==> src/rtl/ercm_pipe.sv <==
// ercm_pipe: 3-stage valid/ready pipelined error-recovery approximate multiplier.
// Computes an unsigned WIDTH x WIDTH product. The final carry-propagate adder
// can drop carry-generate per column under a run-time mask. It also flags
// results that differ from the exact product and counts delivered errors.
//
// Ports:
//   clk, rst              clock, synchronous active-high reset
//   dat_in_a, dat_in_b    unsigned operands
//   mask                  bit k: 1 = column MASK_LSB+k exact, 0 = approximate
//   in_valid / in_ready   operand handshake (in_ready is combinational)
//   dat_o, err_o          approximate product, differs-from-exact flag
//   out_valid / out_ready result handshake
//   cnt_clr               synchronous clear of err_cnt
//   err_cnt               saturating count of delivered results with err_o=1
module ercm_pipe #(
  parameter int unsigned WIDTH    = 8,
  parameter int unsigned MASK_LSB = WIDTH / 2 + 1,
  parameter int unsigned MASK_W   = WIDTH - 1,
  parameter int unsigned CNT_W    = 16
) (
  input  logic                 clk,
  input  logic                 rst,
  input  logic [WIDTH-1:0]     dat_in_a,
  input  logic [WIDTH-1:0]     dat_in_b,
  input  logic [MASK_W-1:0]    mask,
  input  logic                 in_valid,
  output logic                 in_ready,
  output logic [2*WIDTH-1:0]   dat_o,
  output logic                 err_o,
  output logic                 out_valid,
  input  logic                 out_ready,
  input  logic                 cnt_clr,
  output logic [CNT_W-1:0]     err_cnt
);

  localparam int unsigned H  = WIDTH / 2;
  localparam int unsigned PW = 2 * WIDTH;

  // Stage 1: operands and mask
  logic              v1;
  logic [WIDTH-1:0]  a1, b1;
  logic [MASK_W-1:0] m1;

  // Stage 2: partial-product rows and mask
  logic              v2;
  logic [PW-1:0]     x2, y2;
  logic [MASK_W-1:0] m2;

  logic              en;
  logic [PW-1:0]     x_c, y_c;
  logic [PW-1:0]     col_exact;
  logic [PW-1:0]     approx_c;
  logic [PW-1:0]     exact_c;
  logic              carry;
  logic              err_c;

  // Whole pipeline advances together whenever the output slot is free or drains
  assign en       = ~out_valid | out_ready;
  assign in_ready = en;

  // Split multiplication: low half of A times B, high half of A times B shifted
  assign x_c = PW'(a1[H-1:0]) * PW'(b1);
  assign y_c = (PW'(a1[WIDTH-1:H]) * PW'(b1)) << H;

  // Final adder: masked columns keep propagate but never generate a carry
  always_comb begin
    col_exact = '1;
    for (int k = 0; k < int'(MASK_W); k++) begin
      col_exact[int'(MASK_LSB) + k] = m2[k];
    end
    carry    = 1'b0;
    approx_c = '0;
    for (int i = 0; i < int'(PW); i++) begin
      if (col_exact[i]) begin
        approx_c[i] = x2[i] ^ y2[i] ^ carry;
        carry       = (x2[i] & y2[i]) | (carry & (x2[i] ^ y2[i]));
      end else begin
        approx_c[i] = (x2[i] | y2[i]) ^ carry;
        carry       = (x2[i] | y2[i]) & carry;
      end
    end
  end

  assign exact_c = x2 + y2;
  assign err_c   = (approx_c != exact_c);

  // Valid bits and result registers
  always_ff @(posedge clk) begin
    if (rst) begin
      v1        <= 1'b0;
      v2        <= 1'b0;
      out_valid <= 1'b0;
      dat_o     <= '0;
      err_o     <= 1'b0;
    end else if (en) begin
      v1        <= in_valid;
      v2        <= v1;
      out_valid <= v2;
      if (v2) begin
        dat_o <= approx_c;
        err_o <= err_c;
      end
    end
  end

  // Data payload of S1/S2; contents of invalid stages are don't-care
  always_ff @(posedge clk) begin
    if (en) begin
      a1 <= dat_in_a;
      b1 <= dat_in_b;
      m1 <= mask;
      x2 <= x_c;
      y2 <= y_c;
      m2 <= m1;
    end
  end

  // Error-event counter: clear beats increment, saturates at all-ones
  always_ff @(posedge clk) begin
    if (rst) begin
      err_cnt <= '0;
    end else if (cnt_clr) begin
      err_cnt <= '0;
    end else if (out_valid && out_ready && err_o && (err_cnt != '1)) begin
      err_cnt <= err_cnt + CNT_W'(1);
    end
  end

endmodule
==> config.mk <==
export PLATFORM = sky130hd
export DESIGN_NAME = ercm_pipe
export DESIGN_NICKNAME = d
export VERILOG_FILES = /design/src/rtl/ercm_pipe.sv
export SDC_FILE = /design/constraint.sdc
export NUM_CORES = 1
export LEC_CHECK = 0
export CAP_MARGIN = 20
export CORE_ASPECT_RATIO = 0.7
export CORE_MARGIN = 2
export CORE_UTILIZATION = 32
export DETAILED_ROUTE_END_ITERATION = 16
export PLACE_DENSITY = 0.48
export SLEW_MARGIN = 20
export SYNTH_ARGS = -nofsm -noshare
export SYNTH_HDL_FRONTEND = slang
export SYNTH_SLANG_ARGS = --single-unit
==> constraint.sdc <==
create_clock -name clk -period 3.3 [get_ports clk]
set_clock_uncertainty 0.1 [all_clocks]
set_input_delay 0.495 -clock clk [delete_from_list [all_inputs] [get_ports clk]]
set_output_delay 0.495 -clock clk [all_outputs]
set_load 0.01 [all_outputs]
==> impl_metrics.ini <==
[synthesis]
yosysWarnings = 0
synth_nets = 675
synthesis.area_um2 = 5840
async_flop_share_pct = 0
avgSynthCellArea_um2 = 10.2
ys_seq_area_share_pct = 40.1
synth_edf_count = 54
syn_inst = 572
synthTopCellsByArea = edfxtp_1 (28%), dfxtp_1 (12%), ha_1 (11%)
yosys_most_used_dff = edfxtp_1
synth_cell_types = 65
synth_top_cell_by_area = edfxtp_1
synth.top_cell.area_share_pct = 27.8
synth_seq_cells = 90

[drt]
vias = 4366
drt_iter0_drc = 181
drt-total-wl_um = 13300
vias_per_cell = 4.56
drc_errors = 0
post_drt_wl_per_cell_um = 13.9
postRouteAntennaNets = 0
first_pass_iters = 4

[global_routing]
grt_max_degree = 40
grt_pass1_vias = 4500
grt.overflow.total = 0
grt_pass1_wl_um = 22100
track_usage_pct = 14.8
antenna_found_initial = 0

[pwr]
p_sw_share_pct = 35.0
combPwrFrac_pct = 51.6
internal-power_uw = 3380
p_leak_uw = 0.00331
p_sw_uw = 1820
power_frac_seq_pct = 29.1
p_per_area_nw_per_um2 = 658
vdd_drop_max_mv = 0.346
p_clk_share_pct = 19.3
power_uw = 5210

[min_path]
min_path_type = register to register
hold_depth = 0

[clocking]
clk_pin_slew_ns = 0.06
root_buffer = clkbuf_16
hold_buffers = 0
cts_tree = yes
cts_buffers = 9
cts_max_level = 3
clock_sinks = 90
clk_path_buf_depth = 2
clk_latency_ns = 0.35

[sta]
worst_slack_ns = -0.139
finalHoldViolations = 0
fin_tns_setup_ns = -0.367
fmaxAchievable_mhz = 291
slew_violations = 0
relSlewSlack_pct = 63.8
post-route-period-util_pct = 104
period_minus_slack_ns = 3.44
worstMarginPinSlew_ns = 0.541
hold_slack_ns = 0.323
rsz0062_at_grt = yes
finalSetupViolCount = 6

[layout]
n_fill_cell = 1734
syn_to_final_growth_pct = 35.6
fin_cells = 957
drive_gt1_share_pct = 24.0
final_cell_area_um2 = 7920
nets = 819
diodes = 0

[worst_setup_path]
start_kind = register
cp-end-kind = register
crit_required_ns = 3.48
critical_path_class = register to register
reg2reg_depth = 16
worstPathMaxFanout = 5
worstPathArrival_ns = 3.62

[die]
die_h_um = 117
die_area_um2 = 19400
start_util_pct = 32.5
num_io_pins = 63
core-area_um2 = 18000
std_cell_rows = 41
die_x_um = 165

[placement]
port_buffers = 62
placedCellCount = 925
postPlaceCellArea_um2 = 7290
hpwl_um = 10300
gp_congestion = 0.813

[run]
maxCapViolCount = 0

[status]
violations = setup timing
status = finished with violations
==> cells in the mapped netlist (all sizes together), types with 4 or more instances <==
| cell | count |
|---|---|
| nand2b | 6 |
| inv | 57 |
| a21oi | 39 |
| o21ai | 10 |
| clkbuf | 7 |
| xor2 | 17 |
| dfxtp | 36 |
| nand3 | 5 |
| o211ai | 4 |
| nor3 | 4 |
| nor2 | 38 |
| o21bai | 10 |
| and2 | 33 |
| mux2i | 7 |
| ha | 51 |
| a211oi | 7 |
| xnor2 | 32 |
| nand2 | 78 |
| edfxtp | 54 |
| nand4 | 4 |
| fa | 24 |
==> sequential cells by signal, indices dropped and copies added, names as in the netlist <==
signal	cells
dat_o	16
err_cnt	16
x2	12
y2	12
a1	8
b1	8
m1	7
m2	7
err_o	1
out_valid	1
v1	1
v2	1
==> stage by stage <==
stage	util, %	worst slack, ns
2_1_floorplan	-	-0.132
3_3_place_gp	40.6	-0.147
3_5_place_dp	40.6	-0.229
4_1_cts	43.4	-0.179
5_1_grt	44.1	-0.407
6_report	44.1	-0.139
==> layer usage <==
| layer | vias up | wire length (um) | track usage, % |
|---|---|---|---|
| met4 | 0 | 131 | 3.91 |
| met1 | 2047 | 6870 | 20.9 |
| met2 | 75 | 5750 | 23.3 |
| met5 | - | 0 | 0 |
| li1 | 2235 | - | - |
| met3 | 9 | 559 | 3.28 |
==> path summary, 6_finish.rpt <==
kind / from / endpoint / slack, ns
max: x2[5]$_DFFE_PN_ / err_o$_SDFFE_PP0P_ / -0.14
min: m1[0]$_DFFE_PN_ / m2[0]$_DFFE_PN_ / 0.32
max reg2reg: x2[5]$_DFFE_PN_ / err_o$_SDFFE_PP0P_ / -0.14
min reg2reg: m1[0]$_DFFE_PN_ / m2[0]$_DFFE_PN_ / 0.32
==> worst max-delay path: stages (launching register included) <==
cell and delay, ns:
edfxtp_1 0.40, inv_2 0.09, ha_4 0.20, a21o_1 0.19, a221oi_2 0.28, o31ai_2 0.12
nand2_2 0.11, o311ai_4 0.09, a22o_4 0.24, a21oi_1 0.14, a21oi_1 0.08, ha_2 0.19
ha_4 0.16, ha_4 0.22, nor4bb_1 0.12, or4_1 0.51, a31oi_1 0.13
==> area by class of cell <==
cell class / instances / area [um2] / area share (%)
Multi-Input combinational cell: 416 / 3530 / 44.6
Tap cell: 236 / 295 / 3.73
Inverter: 57 / 214 / 2.70
Clock inverter: 6 / 43.8 / 0.553
Sequential cell: 90 / 2340 / 29.6
Clock buffer: 10 / 250 / 3.16
Timing Repair Buffer: 142 / 1240 / 15.7
==> cell families (layout without fill, tap and decap cells) <==
logic type / after synthesis / after routing / share of synthesized area [%]
simple gates: 192 / 192 / 16.5
xor+xnor: 50 / 50 / 7.87
flops: 90 / 90 / 40.1
buf+inv: 66 / 215 / 4.39
compound gates: 92 / 92 / 10.7
mux: 7 / 7 / 1.26
fa+ha+maj: 75 / 75 / 19.2
==> power groups by stage <==
stage / clock (uW) / sequential, uW / combinational (uW)
2_1_floorplan: 0 / 1500 / 1740
3_3_place_gp: 0 / 1530 / 2480
3_5_place_dp: 0 / 1540 / 2490
4_1_cts: 1050 / 1520 / 2630
5_1_grt: 1090 / 1540 / 3040
6_report: 1010 / 1510 / 2690
==> cell usage in the layout (no fill, tap or decap), types with 4 or more instances in the layout <==
| cell | count |
|---|---|
| clkbuf_16 | 10 |
| nand4_1 | 4 |
| nor2_1 | 33 |
| o21bai_1 | 10 |
| buf_6 | 5 |
| nor2_2 | 5 |
| a211oi_1 | 5 |
| nor3_1 | 4 |
| inv_2 | 11 |
| edfxtp_1 | 54 |
| fa_1 | 22 |
| xnor2_1 | 27 |
| mux2i_1 | 6 |
| ha_4 | 12 |
| xnor2_2 | 5 |
| a21oi_2 | 12 |
| clkdlybuf4s50_1 | 62 |
| nand2_1 | 74 |
| a21oi_1 | 27 |
| inv_1 | 46 |
| xor2_1 | 17 |
| and2_1 | 32 |
| ha_1 | 37 |
| nand2b_2 | 4 |
| nand3_1 | 4 |
| dfxtp_1 | 36 |
| o211ai_1 | 4 |
| o21ai_0 | 5 |
| buf_4 | 75 |
==> repair_timing <==
action,CTS,global route
setup endpoints to repair,6,11
pin swaps,42,24
resized for setup,17,27
endpoints found under the hold margin,0,0
buffers inserted,15,4
Power figures use the tool's default switching activity.
==> variant 1 (config.mk and constraints unchanged) <==
Reset style: asynchronous (`rst`), changed in 2 clocked blocks. Comments in the files are not updated.
--- a/src/rtl/ercm_pipe.sv
+++ b/src/rtl/ercm_pipe.sv
@@ -87,3 +87,3 @@
   // Valid bits and result registers
-  always_ff @(posedge clk) begin
+  always_ff @(posedge clk or posedge rst) begin
     if (rst) begin
@@ -118,3 +118,3 @@
   // Error-event counter: clear beats increment, saturates at all-ones
-  always_ff @(posedge clk) begin
+  always_ff @(posedge clk or posedge rst) begin
     if (rst) begin
Function: changed (a bounded check fails within 4 cycles, from zero or initial values and one cycle with rst high; the reset may be asserted at any time).
==> variant 1 against the original RTL <==
The run still ends with setup timing left. Count of clock-buffer cells in the layout is the same. Sequential cell count is the same. Worst setup slack gained 3.1 ps. Synthesized cell count shrank 5.9%. Maximum frequency is essentially flat. Power grew 26%. Synthesized area shrank 0.62%. Core utilization shrank 0.33 points. Critical path depth shrank 3. Final cell count shrank 4.4%. Worst hold slack lost 0.89 ps. Routed wire length shrank 6.1%. Cell area shrank 1.0%.
==> variant 1: results (changes against the original RTL) <==
[run_status]
status=complete, but fails checks
violations=setup timing

[logic_synthesis]
synth_warnings=0  ; unchanged
ys_seq_area_frac=0.435  ; +0.0336
synth_cell_types=51  ; -22%
synth_ff_type=edfxtp_1
synthTopCellsByCount=nand2_1, inv_1, edfxtp_1
synth_cells=538  ; -5.9%
synth_edf_count=54  ; unchanged
async_reset_ff_frac=0.400  ; +0.400
syn_nets=641  ; -5.0%
netlist_top_cells_area=edfxtp_1, dfrtp_1, ha_1

[grt]
grt_util_all_layers=0.139  ; -0.00911
grt_max_degree=55  ; +38%
grt_pass1_wl_microns=20800  ; -5.9%
grt_pass1_vias=4191  ; -6.9%

[place]
place_congestion=0.798  ; -1.7%
hpwl_microns=9660  ; -6.6%
io_buffers=62  ; unchanged
placed_area_sq_um=7150  ; -1.9%
dp_cells=881  ; -4.8%

[detailed_routing]
num_vias=4102  ; -6.0%
routed_wirelength_microns=12500  ; -6.1%
wire_per_inst_microns=13.7  ; -1.8%
initialDrtViolationCount=164  ; -9.4%
firstDrtPassIters=5  ; +1

[power_and_ir_drop]
p_int_w=0.00409  ; +21%
p_leak_nw=3.39  ; +2.6%
ir_drop_uv=450  ; +30%

[cells_and_area]
top_regs=dat_o (16), err_cnt (16)
fin_nets=777  ; -5.1%
antenna_cells=0  ; unchanged
drive_above_1_share=0.224  ; -0.0161

[clock_network]
insertion_delay_ps=350  ; about the same
htreeDepth=3  ; unchanged
clk_pin_slew_ps=70
clk_path_buf_depth=2  ; unchanged
cts_root_buffer=clkbuf_16

[sta]
worst_slew_pin_slew_ps=637  ; +95.8 ps
fin_ws_ps=-136  ; +3.07 ps
setup_viol=2  ; -4

[critical_path]
cp_slowest_cell=edfxtp_1
crit_fanout=7  ; +2
crit_family=adder cells
crit_arrival_ps=3530  ; -90 ps
critPathMaxStageDelay_ps=510  ; about the same

[variant 1: kinds of logic (layout without fill, tap and decap cells)]
kind of cell	after synthesis	in the layout	synth area share
compound gates	74	74	0.0833
xor+xnor	49	49	0.0740
fa+ha+maj	75	75	0.193
buf+inv	64	205	0.0427
flops	90	90	0.435
mux	14	14	0.0263
simple gates	172	172	0.146
[variant 1: layout make-up]
type	instances	area [sq um]
clock buffers	10	229
clock inverters	6	51.3
fillers	1685	10100
inverters	57	214
multi-input cells	384	3340
flip-flops and latches	90	2520
well taps	236	295
repair buffers	132	1180
[variant 1: worst paths after layout]
check,from,to,slack [ps],depth (start not counted)
worst max-delay path,a1[5],y2[15],-140,13
worst min-delay path,m1[5],m2[5],320,0
worst max register to register,a1[5],y2[15],-140,13
worst min register to register,m1[5],m2[5],320,0
max in group asynchronous,rst,dat_o[11],2320,3
min in group asynchronous,rst,err_cnt[4],440,3
[variant 1: repair_timing]
action	in CTS	in global routing
pin swaps	41	30
hold buffers	0	0
gates resized for setup	28	27
setup endpoints to repair	9	9
setup buffers	15	8
[variant 1: metal layers]
metal	wire length, microns	part of all wire	up-vias	global-route usage
met3	427	0.034	10	0.0298
met1	6460	0.52	1937	0.196
met5	0	0	-	0
met4	127	0.010	0	0.0417
met2	5480	0.44	59	0.217
li1	-	-	2096	-
[variant 1: power groups by stage]
stage | sequential (W) | clock, W | combinational [W]
finish | 0.00184 | 0.000987 | 0.00372
global placement | 0.00186 | 0 | 0.00333
detailed placement | 0.00187 | 0 | 0.00336
global route | 0.00189 | 0.00107 | 0.00418
CTS | 0.00185 | 0.00103 | 0.00360
floorplan | 0.00185 | 0 | 0.00217
[variant 1: per-stage QoR]
step | TNS [ps] | worst slack [ps] | hold WS [ps] | util
6_report | -252 | -136 | 322 | 0.438
5_1_grt | -1110 | -330 | 327 | 0.438
4_1_cts | -345 | -145 | 324 | 0.429
3_5_place_dp | -1280 | -277 | 306 | 0.399
3_3_place_gp | -723 | -199 | 310 | 0.399
2_1_floorplan | -305 | -256 | 300 | -
==> variant 2 (same settings) <==
Made on the original files. Change the parameter `WIDTH` from 8 to 12.
--- a/src/rtl/ercm_pipe.sv
+++ b/src/rtl/ercm_pipe.sv
@@ -15,3 +15,3 @@
 module ercm_pipe #(
-  parameter int unsigned WIDTH    = 8,
+  parameter int unsigned WIDTH    = 12,
   parameter int unsigned MASK_LSB = WIDTH / 2 + 1,
Ports: changed (resized dat_in_a, dat_in_b, dat_o and mask); port bits go from 63 to 83. The function was not compared with the original's and may differ.
==> variant 2 against the original RTL <==
The flow still finishes with violations (setup timing). Sequential cell count up 36. Count of clock-buffer cells in the layout up 9. Worst setup slack worse by 950 ps. Core utilization increased by 1.1 points. Worst hold slack got worse by 5.7 ps. Routed wire length is 79% higher. Sequential power rose by 51%. Critical endpoint unchanged. Clock power increased by 87%. Synthesized area grew 70%. Power up 110%. Cell area rose by 73%.
==> variant 2: results (changes against the original RTL) <==
[power_and_ir_drop]
ir_drop_uv=320  ; -7.4%
p_leak_nw=6.11  ; +85%
power_density_nw_per_um2=811  ; +23%

[logic_synthesis]
synth_warnings=0  ; unchanged
synthTopCellsByCount=nand2_1, inv_1, edfxtp_1, fa_1, ha_1
synth_edf_count=82  ; +52%
synthXorXnorAreaFrac=0.0697  ; -0.00899
ys_seq_area_frac=0.337  ; -0.0640
syn_nets=1212  ; +80%
synthAdderAreaFrac=0.268  ; +0.0762
synthMuxAreaShare=0.0121  ; -0.000529
netlist_top_cells_area=edfxtp_1, fa_1, ha_1
synth_compound_area_frac=0.0961  ; -0.0105
syn-mean-instance-area_sq_um=9.82  ; -3.7%
synth_cell_types=64  ; -1.5%

[grt]
grt_util_all_layers=0.156  ; +0.00794
antenna_found_initial=1  ; +1
grt_pass1_vias=7575  ; +68%
grt_max_degree=61  ; +53%
grt_pass1_wl_microns=39400  ; +79%

[sta]
slew_headroom=0.459  ; -0.179
setup_tns_ps=-15090  ; -14720 ps
setup_viol=27  ; +21
hold_ws_ps=318  ; -5.73 ps
fin_ws_ps=-1090  ; -954 ps

[place]
placed_area_sq_um=12500  ; +71%
place_congestion=0.852  ; +4.8%
place_ws_ps=-1160  ; -933 ps
dp_cells=1629  ; +76%
hpwl_microns=18700  ; +80%
io_buffers=82  ; +32%

[critical_path]
r2r-start=x2[7]
cp_slowest_cell=or4_4
r2r-end=err_o
critPathMaxStageDelay_ps=420  ; -90 ps
crit_arrival_ps=4620  ; +1000 ps
crit_fanout=3  ; -2
rr_worst_depth=23  ; +7

[hold_path]
hold_path_end=m2[9]
hp-start=m1[9]

[clock_network]
clk_pin_slew_ps=60  ; about the same
cts-buffers-inserted=17  ; +8
insertion_delay_ps=440  ; +90 ps
cts_resized=47  ; +30
htreeDepth=4  ; +1
post_cts_buffers=17  ; +2

[cells_and_area]
fin_nets=1457  ; +78%
fillers=2939  ; +69%
fin_cells=1679  ; +75%
top_regs=dat_o (24), x2 (18), y2 (18)
drive_above_1_share=0.249  ; +0.00946

[detailed_routing]
via_per_inst=4.45  ; -2.5%
routed_wirelength_microns=23800  ; +79%
m1WireLength_microns=12800  ; +87%
firstDrtPassIters=5  ; +1
dr_wl_met2_microns=9580  ; +67%
wl_met3_microns=1110  ; +99%
initialDrtViolationCount=356  ; +97%

[run_status]
violations=setup timing
status=complete, but fails checks

==> variant 2: worst max-delay path: cells and delay by family (launching register included) <==
| kind | cells | cell delay (ps) |
|---|---|---|
| compound gates | 12 | 1820 |
| fa+ha+maj | 5 | 920 |
| simple gates | 4 | 760 |
| flops | 1 | 410 |
| xor+xnor | 1 | 170 |
| buf+inv | 1 | 90 |
==> variant 2: power breakdown <==
group / leakage [nW] / total [W] / switching (W) / internal (W)
sequential: 1.23 / 0.00228 / 0.000201 / 0.00208
clock: 0.274 / 0.00189 / 0.000778 / 0.00111
combinational: 4.61 / 0.00690 / 0.00325 / 0.00364
total: 6.11 / 0.0111 / 0.00423 / 0.00684
==> variant 2: cells by family (layout without fill, tap and decap cells) <==
kind of cell               count (synthesis)  in the layout
xor gates and xnor gates                  78             78
and+or+nand+nor                          332            332
AOI/OAI and AO/OA                        136            136
buffers and inverters                    162            420
DFF                                      126            126
muxes                                     12             12
adders and majority gates                163            163
==> variant 2: metal layers <==
metal,global-route usage,vias up
met5,0,-
met4,0.0431,0
met3,0.0380,20
met2,0.225,138
met1,0.232,3501
li1,-,3806
==> variant 2: cell type report <==
| class | count | share of cell area |
|---|---|---|
| Clock buffer | 19 | 0.0317 |
| Inverter | 123 | 0.0338 |
| Timing Repair Buffer | 265 | 0.167 |
| Sequential cell | 126 | 0.245 |
| Tap cell | 412 | 0.0377 |
| Multi-Input combinational cell | 721 | 0.475 |
| Clock inverter | 13 | 0.0101 |
==> variant 2: worst max-delay path by stage <==
stage,start,end,slack [ps],cells past startpoint
finish,x2[7],err_o,-1090,23
global route,y2[7],err_o,-1280,23
CTS,x2[7],err_o,-1160,23
detailed placement,x2[7],err_o,-1160,22
global placement,y2[7],err_o,-1120,22
floorplan,a1[1],x2[17],-1000,18
